$ cat src/rtl/nnrv_mem_arb_pkg.sv
// nnrv_mem_arb_pkg
// Shared definitions for the fetch/data memory arbiter:
//   owner_e     - response-tag owner encoding (fetch = 0, data = 1)
//   FETCH_MASK  - byte mask driven to the RAM for instruction fetches
//   RUN_W       - width of the data-run counter
package nnrv_mem_arb_pkg;

    typedef enum logic {
        OWN_IF = 1'b0,
        OWN_D  = 1'b1
    } owner_e;

    localparam logic [3:0] FETCH_MASK = 4'b1111;
    localparam int unsigned RUN_W      = 4;

endpackage

$ cat src/rtl/nnrv_mem_arb_if.sv
// nnrv_mem_arb_if
// Bundles the fetch port, data port and single-port RAM port of the arbiter.
//   slave  : arbiter view (requests and RAM read data in; grants, rvalid/rdata, RAM controls out)
//   master : environment view (requesters plus RAM model)
// Parameters: XLEN (data/address width), ADDR_WIDTH (RAM word-address bits).
interface nnrv_mem_arb_if #(
    parameter int unsigned XLEN       = 32,
    parameter int unsigned ADDR_WIDTH = 8
);
    // fetch port
    logic                  i_if_req;
    logic [XLEN-1:0]       i_if_addr;
    logic                  o_if_gnt;
    logic                  o_if_rvalid;
    logic [XLEN-1:0]       o_if_rdata;
    // data port
    logic                  i_d_req;
    logic                  i_d_we;
    logic [XLEN-1:0]       i_d_addr;
    logic [3:0]            i_d_mask;
    logic [XLEN-1:0]       i_d_wdata;
    logic                  o_d_gnt;
    logic                  o_d_rvalid;
    logic [XLEN-1:0]       o_d_rdata;
    // RAM port
    logic                  o_ram_en;
    logic                  o_ram_we;
    logic [ADDR_WIDTH-1:0] o_ram_addr;
    logic [3:0]            o_ram_mask;
    logic [XLEN-1:0]       o_ram_wdata;
    logic [XLEN-1:0]       i_ram_rdata;

    modport slave (
        input  i_if_req, i_if_addr,
        output o_if_gnt, o_if_rvalid, o_if_rdata,
        input  i_d_req, i_d_we, i_d_addr, i_d_mask, i_d_wdata,
        output o_d_gnt, o_d_rvalid, o_d_rdata,
        output o_ram_en, o_ram_we, o_ram_addr, o_ram_mask, o_ram_wdata,
        input  i_ram_rdata
    );

    modport master (
        output i_if_req, i_if_addr,
        input  o_if_gnt, o_if_rvalid, o_if_rdata,
        output i_d_req, i_d_we, i_d_addr, i_d_mask, i_d_wdata,
        input  o_d_gnt, o_d_rvalid, o_d_rdata,
        input  o_ram_en, o_ram_we, o_ram_addr, o_ram_mask, o_ram_wdata,
        output i_ram_rdata
    );

endinterface

$ cat src/rtl/nnrv_mem_arb.sv
// nnrv_mem_arb
// Arbitrates a fetch requester and a data requester onto one single-port RAM
// with one-cycle read latency. Data wins by default; a data-run counter bounds
// how many consecutive data grants may pass while fetch waits (MAX_D_RUN).
// Ports:
//   i_clk  - clock
//   i_rst  - asynchronous active-high reset; all outputs held at 0 while set
//   bus    - nnrv_mem_arb_if.slave: fetch port, data port and RAM port
module nnrv_mem_arb
    import nnrv_mem_arb_pkg::*;
#(
    parameter int unsigned XLEN       = 32,
    parameter int unsigned ADDR_WIDTH = 8,
    parameter int unsigned MAX_D_RUN  = 4
) (
    input  logic          i_clk,
    input  logic          i_rst,
    nnrv_mem_arb_if.slave bus
);

    logic [RUN_W-1:0] run_cnt;
    logic [RUN_W-1:0] run_cnt_nxt;
    logic             tag_valid;
    owner_e           tag_owner;
    logic             d_gnt;
    logic             if_gnt;
    logic             d_blocked;

    // Grant decision and data-run counter update.
    // Grants are gated by i_rst so nothing reaches the RAM during reset.
    always_comb begin
        d_blocked   = bus.i_if_req && (run_cnt == RUN_W'(MAX_D_RUN));
        d_gnt       = !i_rst && bus.i_d_req && !d_blocked;
        if_gnt      = !i_rst && bus.i_if_req && !d_gnt;
        run_cnt_nxt = run_cnt;
        if (!bus.i_if_req || if_gnt) begin
            run_cnt_nxt = '0;
        end else if (d_gnt && (run_cnt != RUN_W'(MAX_D_RUN))) begin
            run_cnt_nxt = run_cnt + 1'b1;
        end
    end

    // Response tag: marks the cycle after a read grant and who owns it.
    always_ff @(posedge i_clk or posedge i_rst) begin
        if (i_rst) begin
            run_cnt   <= '0;
            tag_valid <= 1'b0;
            tag_owner <= OWN_IF;
        end else begin
            run_cnt   <= run_cnt_nxt;
            tag_valid <= (d_gnt && !bus.i_d_we) || if_gnt;
            tag_owner <= d_gnt ? OWN_D : OWN_IF;
        end
    end

    // RAM port is a combinational mux of the granted requester.
    always_comb begin
        bus.o_ram_en    = 1'b0;
        bus.o_ram_we    = 1'b0;
        bus.o_ram_addr  = '0;
        bus.o_ram_mask  = '0;
        bus.o_ram_wdata = '0;
        if (d_gnt) begin
            bus.o_ram_en    = 1'b1;
            bus.o_ram_we    = bus.i_d_we;
            bus.o_ram_addr  = bus.i_d_addr[ADDR_WIDTH-1:0];
            bus.o_ram_mask  = bus.i_d_mask;
            bus.o_ram_wdata = bus.i_d_wdata;
        end else if (if_gnt) begin
            bus.o_ram_en    = 1'b1;
            bus.o_ram_addr  = bus.i_if_addr[ADDR_WIDTH-1:0];
            bus.o_ram_mask  = FETCH_MASK;
        end
    end

    // Read data is steered to the tag owner only; the other side sees 0.
    always_comb begin
        bus.o_if_gnt    = if_gnt;
        bus.o_d_gnt     = d_gnt;
        bus.o_if_rvalid = tag_valid && (tag_owner == OWN_IF);
        bus.o_d_rvalid  = tag_valid && (tag_owner == OWN_D);
        bus.o_if_rdata  = bus.o_if_rvalid ? bus.i_ram_rdata : {XLEN{1'b0}};
        bus.o_d_rdata   = bus.o_d_rvalid  ? bus.i_ram_rdata : {XLEN{1'b0}};
    end

endmodule
$ cat src/flat_wrapper.sv
// flat-port wrapper written by rule: the top's interface ports become plain ports
module nnrv_mem_arb_flat import nnrv_mem_arb_pkg::*;
#(
    parameter int unsigned XLEN       = 32,
    parameter int unsigned ADDR_WIDTH = 8,
    parameter int unsigned MAX_D_RUN  = 4
)
  (i_clk, i_rst, bus_i_if_req, bus_i_if_addr, bus_o_if_gnt, bus_o_if_rvalid, bus_o_if_rdata, bus_i_d_req, bus_i_d_we, bus_i_d_addr, bus_i_d_mask, bus_i_d_wdata, bus_o_d_gnt, bus_o_d_rvalid, bus_o_d_rdata, bus_o_ram_en, bus_o_ram_we, bus_o_ram_addr, bus_o_ram_mask, bus_o_ram_wdata, bus_i_ram_rdata);
  nnrv_mem_arb_if #(.XLEN(XLEN), .ADDR_WIDTH(ADDR_WIDTH)) bus_i ();
  input  logic i_clk;
  input  logic i_rst;
  input wire logic [$bits(bus_i.i_if_req)-1:0] bus_i_if_req;
  input wire logic [$bits(bus_i.i_if_addr)-1:0] bus_i_if_addr;
  output wire logic [$bits(bus_i.o_if_gnt)-1:0] bus_o_if_gnt;
  output wire logic [$bits(bus_i.o_if_rvalid)-1:0] bus_o_if_rvalid;
  output wire logic [$bits(bus_i.o_if_rdata)-1:0] bus_o_if_rdata;
  input wire logic [$bits(bus_i.i_d_req)-1:0] bus_i_d_req;
  input wire logic [$bits(bus_i.i_d_we)-1:0] bus_i_d_we;
  input wire logic [$bits(bus_i.i_d_addr)-1:0] bus_i_d_addr;
  input wire logic [$bits(bus_i.i_d_mask)-1:0] bus_i_d_mask;
  input wire logic [$bits(bus_i.i_d_wdata)-1:0] bus_i_d_wdata;
  output wire logic [$bits(bus_i.o_d_gnt)-1:0] bus_o_d_gnt;
  output wire logic [$bits(bus_i.o_d_rvalid)-1:0] bus_o_d_rvalid;
  output wire logic [$bits(bus_i.o_d_rdata)-1:0] bus_o_d_rdata;
  output wire logic [$bits(bus_i.o_ram_en)-1:0] bus_o_ram_en;
  output wire logic [$bits(bus_i.o_ram_we)-1:0] bus_o_ram_we;
  output wire logic [$bits(bus_i.o_ram_addr)-1:0] bus_o_ram_addr;
  output wire logic [$bits(bus_i.o_ram_mask)-1:0] bus_o_ram_mask;
  output wire logic [$bits(bus_i.o_ram_wdata)-1:0] bus_o_ram_wdata;
  input wire logic [$bits(bus_i.i_ram_rdata)-1:0] bus_i_ram_rdata;
  assign bus_i.i_if_req = bus_i_if_req;
  assign bus_i.i_if_addr = bus_i_if_addr;
  assign bus_o_if_gnt = bus_i.o_if_gnt;
  assign bus_o_if_rvalid = bus_i.o_if_rvalid;
  assign bus_o_if_rdata = bus_i.o_if_rdata;
  assign bus_i.i_d_req = bus_i_d_req;
  assign bus_i.i_d_we = bus_i_d_we;
  assign bus_i.i_d_addr = bus_i_d_addr;
  assign bus_i.i_d_mask = bus_i_d_mask;
  assign bus_i.i_d_wdata = bus_i_d_wdata;
  assign bus_o_d_gnt = bus_i.o_d_gnt;
  assign bus_o_d_rvalid = bus_i.o_d_rvalid;
  assign bus_o_d_rdata = bus_i.o_d_rdata;
  assign bus_o_ram_en = bus_i.o_ram_en;
  assign bus_o_ram_we = bus_i.o_ram_we;
  assign bus_o_ram_addr = bus_i.o_ram_addr;
  assign bus_o_ram_mask = bus_i.o_ram_mask;
  assign bus_o_ram_wdata = bus_i.o_ram_wdata;
  assign bus_i.i_ram_rdata = bus_i_ram_rdata;
  nnrv_mem_arb #(.XLEN(XLEN), .ADDR_WIDTH(ADDR_WIDTH), .MAX_D_RUN(MAX_D_RUN)) u_core (.i_clk(i_clk), .i_rst(i_rst), .bus(bus_i));
endmodule
$ cat config.mk
export PLATFORM = sky130hd
export DESIGN_NAME = nnrv_mem_arb_flat
export DESIGN_NICKNAME = d
export VERILOG_FILES = /design/src/rtl/nnrv_mem_arb_pkg.sv /design/src/rtl/nnrv_mem_arb_if.sv /design/src/rtl/nnrv_mem_arb.sv /design/src/flat_wrapper.sv
export SDC_FILE = /design/constraint.sdc
export NUM_CORES = 1
export LEC_CHECK = 0
export BUFFER_PORTS_ARGS = -buffer_cell sky130_fd_sc_hd__buf_2
export CAP_MARGIN = 20
export CORE_AREA = 2 2 97 99
export DETAILED_ROUTE_END_ITERATION = 8
export DIE_AREA = 0 0 99 101
export GPL_ROUTABILITY_DRIVEN = 0
export HOLD_SLACK_MARGIN = 0.12
export MAX_ROUTING_LAYER = met4
export PLACE_DENSITY = 0.51
export SYNTH_ARGS = -nofsm -noshare
export SYNTH_HDL_FRONTEND = slang
export SYNTH_SLANG_ARGS = --single-unit
$ cat constraint.sdc
create_clock -name i_clk -period 1.87 [get_ports i_clk]
set_input_delay 0 -clock i_clk [delete_from_list [all_inputs] [get_ports i_clk]]
set_output_delay 0 -clock i_clk [all_outputs]
set_load 0.03 [all_outputs]
==> metrics.md, run 1 <==
| Metric | Value |
|---|---|
| Status | finished clean |
| Final hold vios | 0 |
| Final WS setup | 0.102 ns |
| Crit path depth | 7 |
| Synthesized instance count | 164 |
| Total grt overflow | 0 |
| Clk pwr share | 0.235 |
| Final std cells w/o fill | 473 |
| Syn avg cell area | 7.07 um2 |
| Ys flop type | dfrtp_1 |
| Root buf cell | clkbuf_8 |
| Syn nets | 303 |
| Warnings from Yosys | 0 |
| IO Port Bufs | 202 |
| Vias in the first global route | 1502 |
| P&R area growth vs syn | 105% |
| Worst Setup End Kind | primary output |
| RSZ-0062 raised after global routing | false |
| Unique masters post-synth | 25 |
| DIE HEIGHT | 101 um |
| DRT Pass-1 Iters | 6 |
| Lkg Pwr | 1.63 nW |
| Slowest library cell on the worst path | dfrtp_1 |
| Reg2reg path depth | 4 |
| Share of cells above drive strength 1 | 0.594 |
| Bufs and invs on worst path | 3 |
| Worst EP required | 1.87 ns |
| N_diodes | 0 |
| Multi-input logic area | 921 um2 |
| Worst-case clock buffer depth | 2 |
| Sw Share | 0.455 |
| H-tree lvl count | 1 |
| NetSw | 0.000393 W |
| Dpl cell area | 2270 um2 |
| GRT Resource Usage Total | 0.0923 |
| Initial Utilization | 0.129 |
| CTS tree | yes |
| Largest cells by area after synthesis | and2_1, and3_1, dfrtp_1, a22o_1, buf_6 |
| Part of the power in combinational logic | 0.605 |
| Clk sink count | 6 |
| CP max stage delay | 0.40 ns |
| Fin crit share | 0.945 |
| DR iter-0 viols | 42 |
| DP HPWL | 4210 um |
| Layout Nets | 503 |
| Register area | 150 um2 |
| Max cap viols | 0 |
| Most numerous cell in the Yosys netlist | and2_1 |
| Top cell type by total area after synthesis | and2_1 |
| Worst-Margin Slew | 0.258 ns |
| CP startpoint kind | register |
| ANT nets after route | 0 |
| Largest net degree at the start of global routing | 47 |
| Share of the synthesized area in the top cell type | 0.356 |
| Total number of vias | 1885 |
| Num ports | 251 |
| Max Fclk | 566 MHz |
| Synth top cells by count | and2_1, and3_1, clkbuf_1, a22o_1 |
| Core ar. | 8980 um2 |
| Reg power frac | 0.160 |
| Critical path arrival | 1.77 ns |
| Initial antenna violation count | 0 |
| HP Class | input pin to asynchronous set/reset pin |
| Final setup viols | 0 |
| Clk Latency, worst-skew pair | 0.23 ns |
| Post-synthesis sequential area ratio | 0.129 |
| Register bit count reported by yosys | 6 |
| Async set-reset flop share out of synthesis | 1.00 |
| Critical-path maximum fanout | 46 |
| Max-slew headroom | 0.826 |
| Pre-CTS setup slack | 0.242 ns |
| Final instance area | 2370 um2 |
| Placed cells | 466 |
| Top Family by Delay on Critical Path | buffers and inverters |
| Horiz. Die Dim | 99 um |
| # rows | 35 |
| Worst Clk Skew | 0.00428 ns |
| EDFF count, synth | 0 |
| Total die area | 10000 um2 |
| WS Path Type | register to primary output |
| Clk slew on worst S/H paths | 0.04 ns |
| Via density | 3.99 |
| Fin crit period | 1.77 ns |
| Int Pwr | 0.000470 W |
| Total CTS buffers | 3 |
| Pwr/cell area | 363 nW/um2 |
| Fillers | 984 |
| Post-Route WL | 5130 um |
| Max Slew Vio Count | 0 |
| First-pass GRT wire length | 7320 um |
| Remaining routing DRC violations | 0 |
| Post-CTS setup repair buffer count | 0 |
| Critical path cell sequence | inv_1 > ha_4 > nand3b_4 > o21ba_4 > buf_12 > a22o_1 > buf_2 |
| Cell Area, Synth | 1160 um2 |
| Setup_tns | 0 ns |
| Drt wl/cell | 10.8 um |
| Maximum vdd drop | 149 uV |
layout make-up:
cell class              instances  share of cell area
well taps                     111              0.0585
flip-flops and latches          6              0.0632
multi-input cells             136               0.388
clock buffers                   3              0.0174
repair buffers                211               0.464
inverters                       6             0.00948
sequential cells by signal, summed over array words and instances (netlist names):
register and flops:
u_core.tag_valid 1, u_core.run_cnt 4, u_core.tag_owner 1
cell usage in the layout, fill, tap and decap left out:
cell and count:
a2111o_1 1, a21o_1 5, a21oi_1 2, a21oi_2 1
a22o_1 8, a31oi_1 1, and2_1 66, and3_1 32
buf_12 1, buf_2 202, buf_4 4, clkbuf_8 3
dfrtp_1 6, dlygate4sd3_1 4, ha_1 1, ha_4 1
inv_1 5, inv_2 1, nand2_1 2, nand2b_1 2
nand3_1 5, nand3b_4 1, nand4b_1 1, nor2_1 2
nor2b_1 1, nor4bb_1 1, o21ai_0 1, o21ba_4 1
o31ai_1 1
timing repair:
action                                 4_1_cts  5_1_grt
pin swaps                                    0        1
setup endpoints to repair                    4       45
hold buffers                                 4        0
resized for setup                            2        4
endpoints found under the hold margin       10        0
layer usage:
metal | share of wire | routed length, um | global-route usage
met5 | 0 | 0 | -
met3 | 0.12 | 596 | 0.0139
met2 | 0.50 | 2560 | 0.170
met4 | 0.014 | 74 | 0.0348
met1 | 0.37 | 1890 | 0.0998
logic make-up after synthesis:
kind of cell / after synthesis / share of synthesized area
flops: 6 / 0.129
fa+ha+maj: 2 / 0.0216
compound gates: 21 / 0.143
simple gates: 113 / 0.605
buf+inv: 22 / 0.100
worst register-to-register path: stages (launching register included):
cell and delay (ns):
dfrtp_1 0.40, inv_2 0.07, ha_4 0.17, a2111o_1 0.39
a31oi_1 0.16
power by group through the flow:
stage                     Combinational [W]  Clock, W  Sequential [W]
final                              0.000522  0.000203        0.000138
after global routing               0.000563  0.000221        0.000138
after CTS                          0.000525  0.000208        0.000138
after detailed placement           0.000516         0        0.000139
after global placement             0.000514         0        0.000139
after floorplan                    0.000314         0        0.000141
path summary, 6_finish.rpt:
| path | to | slack, ns | from |
|---|---|---|---|
| worst min-delay path | u_core.run_cnt[1] | 0.33 | i_rst |
| worst min register to register | u_core.run_cnt[1] | 0.57 | u_core.run_cnt[1] |
| worst max-delay path | bus_o_ram_addr[1] | 0.10 | u_core.run_cnt[1] |
| max in group asynchronous | u_core.run_cnt[3] | 1.32 | i_rst |
| worst max register to register | u_core.run_cnt[3] | 0.59 | u_core.run_cnt[0] |
| min in group i_clk | bus_o_ram_mask[1] | 0.35 | bus_i_d_mask[1] |
stage by stage:
stage           util  total power (W)  hold slack [ns]
2_1_floorplan      -         0.000455          -0.0446
3_3_place_gp   0.252         0.000653           0.0184
3_5_place_dp   0.252         0.000656           0.0237
4_1_cts        0.262         0.000872            0.331
5_1_grt        0.265         0.000922            0.360
6_report       0.265         0.000863            0.331
No activity file was read; power rests on OpenSTA's default activity.
==> run 2: changes to the inputs <==
CELL_PAD_IN_SITES_DETAIL_PLACEMENT = 0   (was not set)
CELL_PAD_IN_SITES_GLOBAL_PLACEMENT = 1   (was not set)
CORE_AREA = not set   (was 2 2 97 99)
CORE_ASPECT_RATIO = 1.4   (was not set)
CORE_MARGIN = 2   (was not set)
CORE_UTILIZATION = 12   (was not set)
DIE_AREA = not set   (was 0 0 99 101)
PLACE_DENSITY = 0.8   (was 0.51)
clock period = 1.9 ns   (was 1.87 ns; I/O delays follow)
==> run 2 against run 1 <==
Total power increased by 16%. Routed wire length increased by 14%. Non-clock buffer count increased by 2. Largest cell class unchanged.
==> metrics.md, run 2 (synthesis gave the netlist of run 1 again) <==
| Metric | Value |
|---|---|
| Status | finished clean |
| Clk Latency, worst-skew pair | 0.23 ns |
| Horiz. Die Dim | 87.1 um |
| Critical path arrival | 1.82 ns |
| Worst-case clock buffer depth | 2 |
| Largest regs | u_core.run_cnt (4), u_core.tag_owner (1), u_core.tag_valid (1) |
| Total die area | 10500 um2 |
| Clk pwr share | 0.340 |
| Critical path cell sequence | inv_1 > ha_2 > nand3b_4 > o21ba_4 > buf_12 > a22o_1 > clkbuf_4 |
| First-pass GRT wire length | 7950 um |
| Largest net degree at the start of global routing | 36 |
| Total number of vias | 1982 |
| DIE HEIGHT | 120 um |
| Met2 WL | 3230 um |
| H-tree lvl count | 1 |
| Final setup viols | 0 |
| Via density | 4.18 |
| Share of cells above drive strength 1 | 0.593 |
| Slowest library cell on the worst path | dfrtp_1 |
| IO Port Bufs | 202 |
| Internal reg-to-reg setup slack | 0.21 ns |
| Fillers | 1018 |
| DR iter-0 viols | 20 |
| Reg2reg path depth | 6 |
| Initial antenna violation count | 0 |
| DP HPWL | 4930 um |
| Root buf cell | clkbuf_16 |
| Worst EP required | 1.90 ns |
| Worst Clk Skew | 0.000571 ns |
| Most frequent cells in the layout | buf_2, and2_1, and3_1 |
| Final instance area | 2430 um2 |
| Core ar. | 9410 um2 |
| HP Class | input pin to asynchronous set/reset pin |
| Final std cells w/o fill | 474 |
| Largest register FFs | 4 |
| Part of the power in combinational logic | 0.524 |
| Reg power frac | 0.136 |
| P&R area growth vs syn | 110% |
| Vias in the first global route | 1781 |
| Maximum vdd drop | 266 uV |
| Drt wl/cell | 12.3 um |
| Layout Nets | 505 |
| Most common cell after layout, fill and taps aside | buf_2 |
| Worst-Margin Slew | 0.284 ns |
| Clk sink count | 6 |
| Fin crit share | 0.958 |
| Top Layer Used | met4 |
| Max Slew Vio Count | 0 |
| WS Path Type | register to primary output |
| Int Pwr | 0.000601 W |
| N_diodes | 0 |
| Post-CTS setup repair buffer count | 0 |
| Fin crit period | 1.82 ns |
| Dpl cell area | 2290 um2 |
| FF-to-FF Start | u_core.run_cnt[0] |
| Register area | 150 um2 |
| CP max stage delay | 0.40 ns |
| Placed cells | 466 |
| Final hold vios | 0 |
| Pwr/cell area | 412 nW/um2 |
| Total CTS buffers | 3 |
| Remaining routing DRC violations | 0 |
| Met3 wire length | 699 um |
| Final core utilization | 0.259 |
| Total grt overflow | 0 |
| Num ports | 251 |
| Max-slew headroom | 0.811 |
| ANT nets after route | 0 |
| GRT Resource Usage Total | 0.0993 |
| CTS tree | yes |
| Critical-path maximum fanout | 35 |
| Initial Utilization | 0.123 |
| Max Fclk | 549 MHz |
| NetSw | 0.000402 W |
| # rows | 42 |
| Wire length on met1 | 1880 um |
| Worst Setup End Kind | primary output |
| Max cap viols | 0 |
| Clk slew on worst S/H paths | 0.03 ns |
| Lkg Pwr | 1.66 nW |
| Post-Route WL | 5830 um |
| DRT Pass-1 Iters | 4 |
| Sw Share | 0.401 |
| Most flop-heavy register | u_core.run_cnt |
| Multi-input logic area | 913 um2 |
| CP startpoint kind | register |
| Reg2reg end | u_core.run_cnt[1] |
## run 2: power by group through the flow
stage | logic [W] | clock network (W) | registers [W]
3_5_place_dp | 0.000523 | 0 | 0.000138
5_1_grt | 0.000566 | 0.000360 | 0.000137
4_1_cts | 0.000531 | 0.000346 | 0.000136
6_report | 0.000526 | 0.000341 | 0.000136
3_3_place_gp | 0.000516 | 0 | 0.000137
2_1_floorplan | 0.000309 | 0 | 0.000138
## run 2: worst max path at each step
stage | from | to | slack, ns
finish | u_core.run_cnt[0] | bus_o_ram_addr[3] | 0.08
global route | u_core.run_cnt[0] | bus_o_ram_addr[3] | -0.003
CTS | u_core.run_cnt[0] | bus_o_ram_mask[2] | 0.01
detailed placement | u_core.run_cnt[0] | bus_o_ram_wdata[0] | 0.20
global placement | u_core.run_cnt[0] | bus_o_ram_wdata[0] | 0.24
floorplan | u_core.run_cnt[0] | bus_o_ram_addr[3] | 0.29
## run 2: through the flow
step	TNS (ns)	total power, W	worst slack, ns	hold WS (ns)
floorplan	0	0.000448	0.287	-0.0446
global placement	0	0.000654	0.238	0.00307
detailed placement	0	0.000661	0.200	0.0109
CTS	0	0.00101	0.0113	0.322
global route	-0.00313	0.00106	-0.00313	0.356
finish	0	0.00100	0.0799	0.319
## run 2: area by class of cell
class | instances | share of cell area
Inverter | 6 | 0.00926
Clock buffer | 3 | 0.0309
Tap cell | 110 | 0.0566
Sequential cell | 6 | 0.0617
Multi-Input combinational cell | 136 | 0.376
Timing Repair Buffer | 213 | 0.466
## run 2: critical path, delay by kind of cell (launching register included)
| family | cells | cell delay [ns] |
|---|---|---|
| buffers and inverters | 3 | 0.43 |
| DFF | 1 | 0.40 |
| AOI/OAI and AO/OA | 2 | 0.43 |
| and+or+nand+nor | 1 | 0.10 |
| adders and majority gates | 1 | 0.21 |
## run 2: per-layer routing
metal / track usage / up-vias
li1: - / 954
met1: 0.0834 / 854
met2: 0.218 / 171
met3: 0.0123 / 3
met4: 0.0202 / 0
met5: - / -
## run 2: repair_timing
item | 4_1_cts | 5_1_grt
hold endpoints to repair | 11 | 0
hold buffers | 5 | 0
pin swaps | 0 | 1
resized for setup | 1 | 4
setup endpoints to repair | 10 | 44
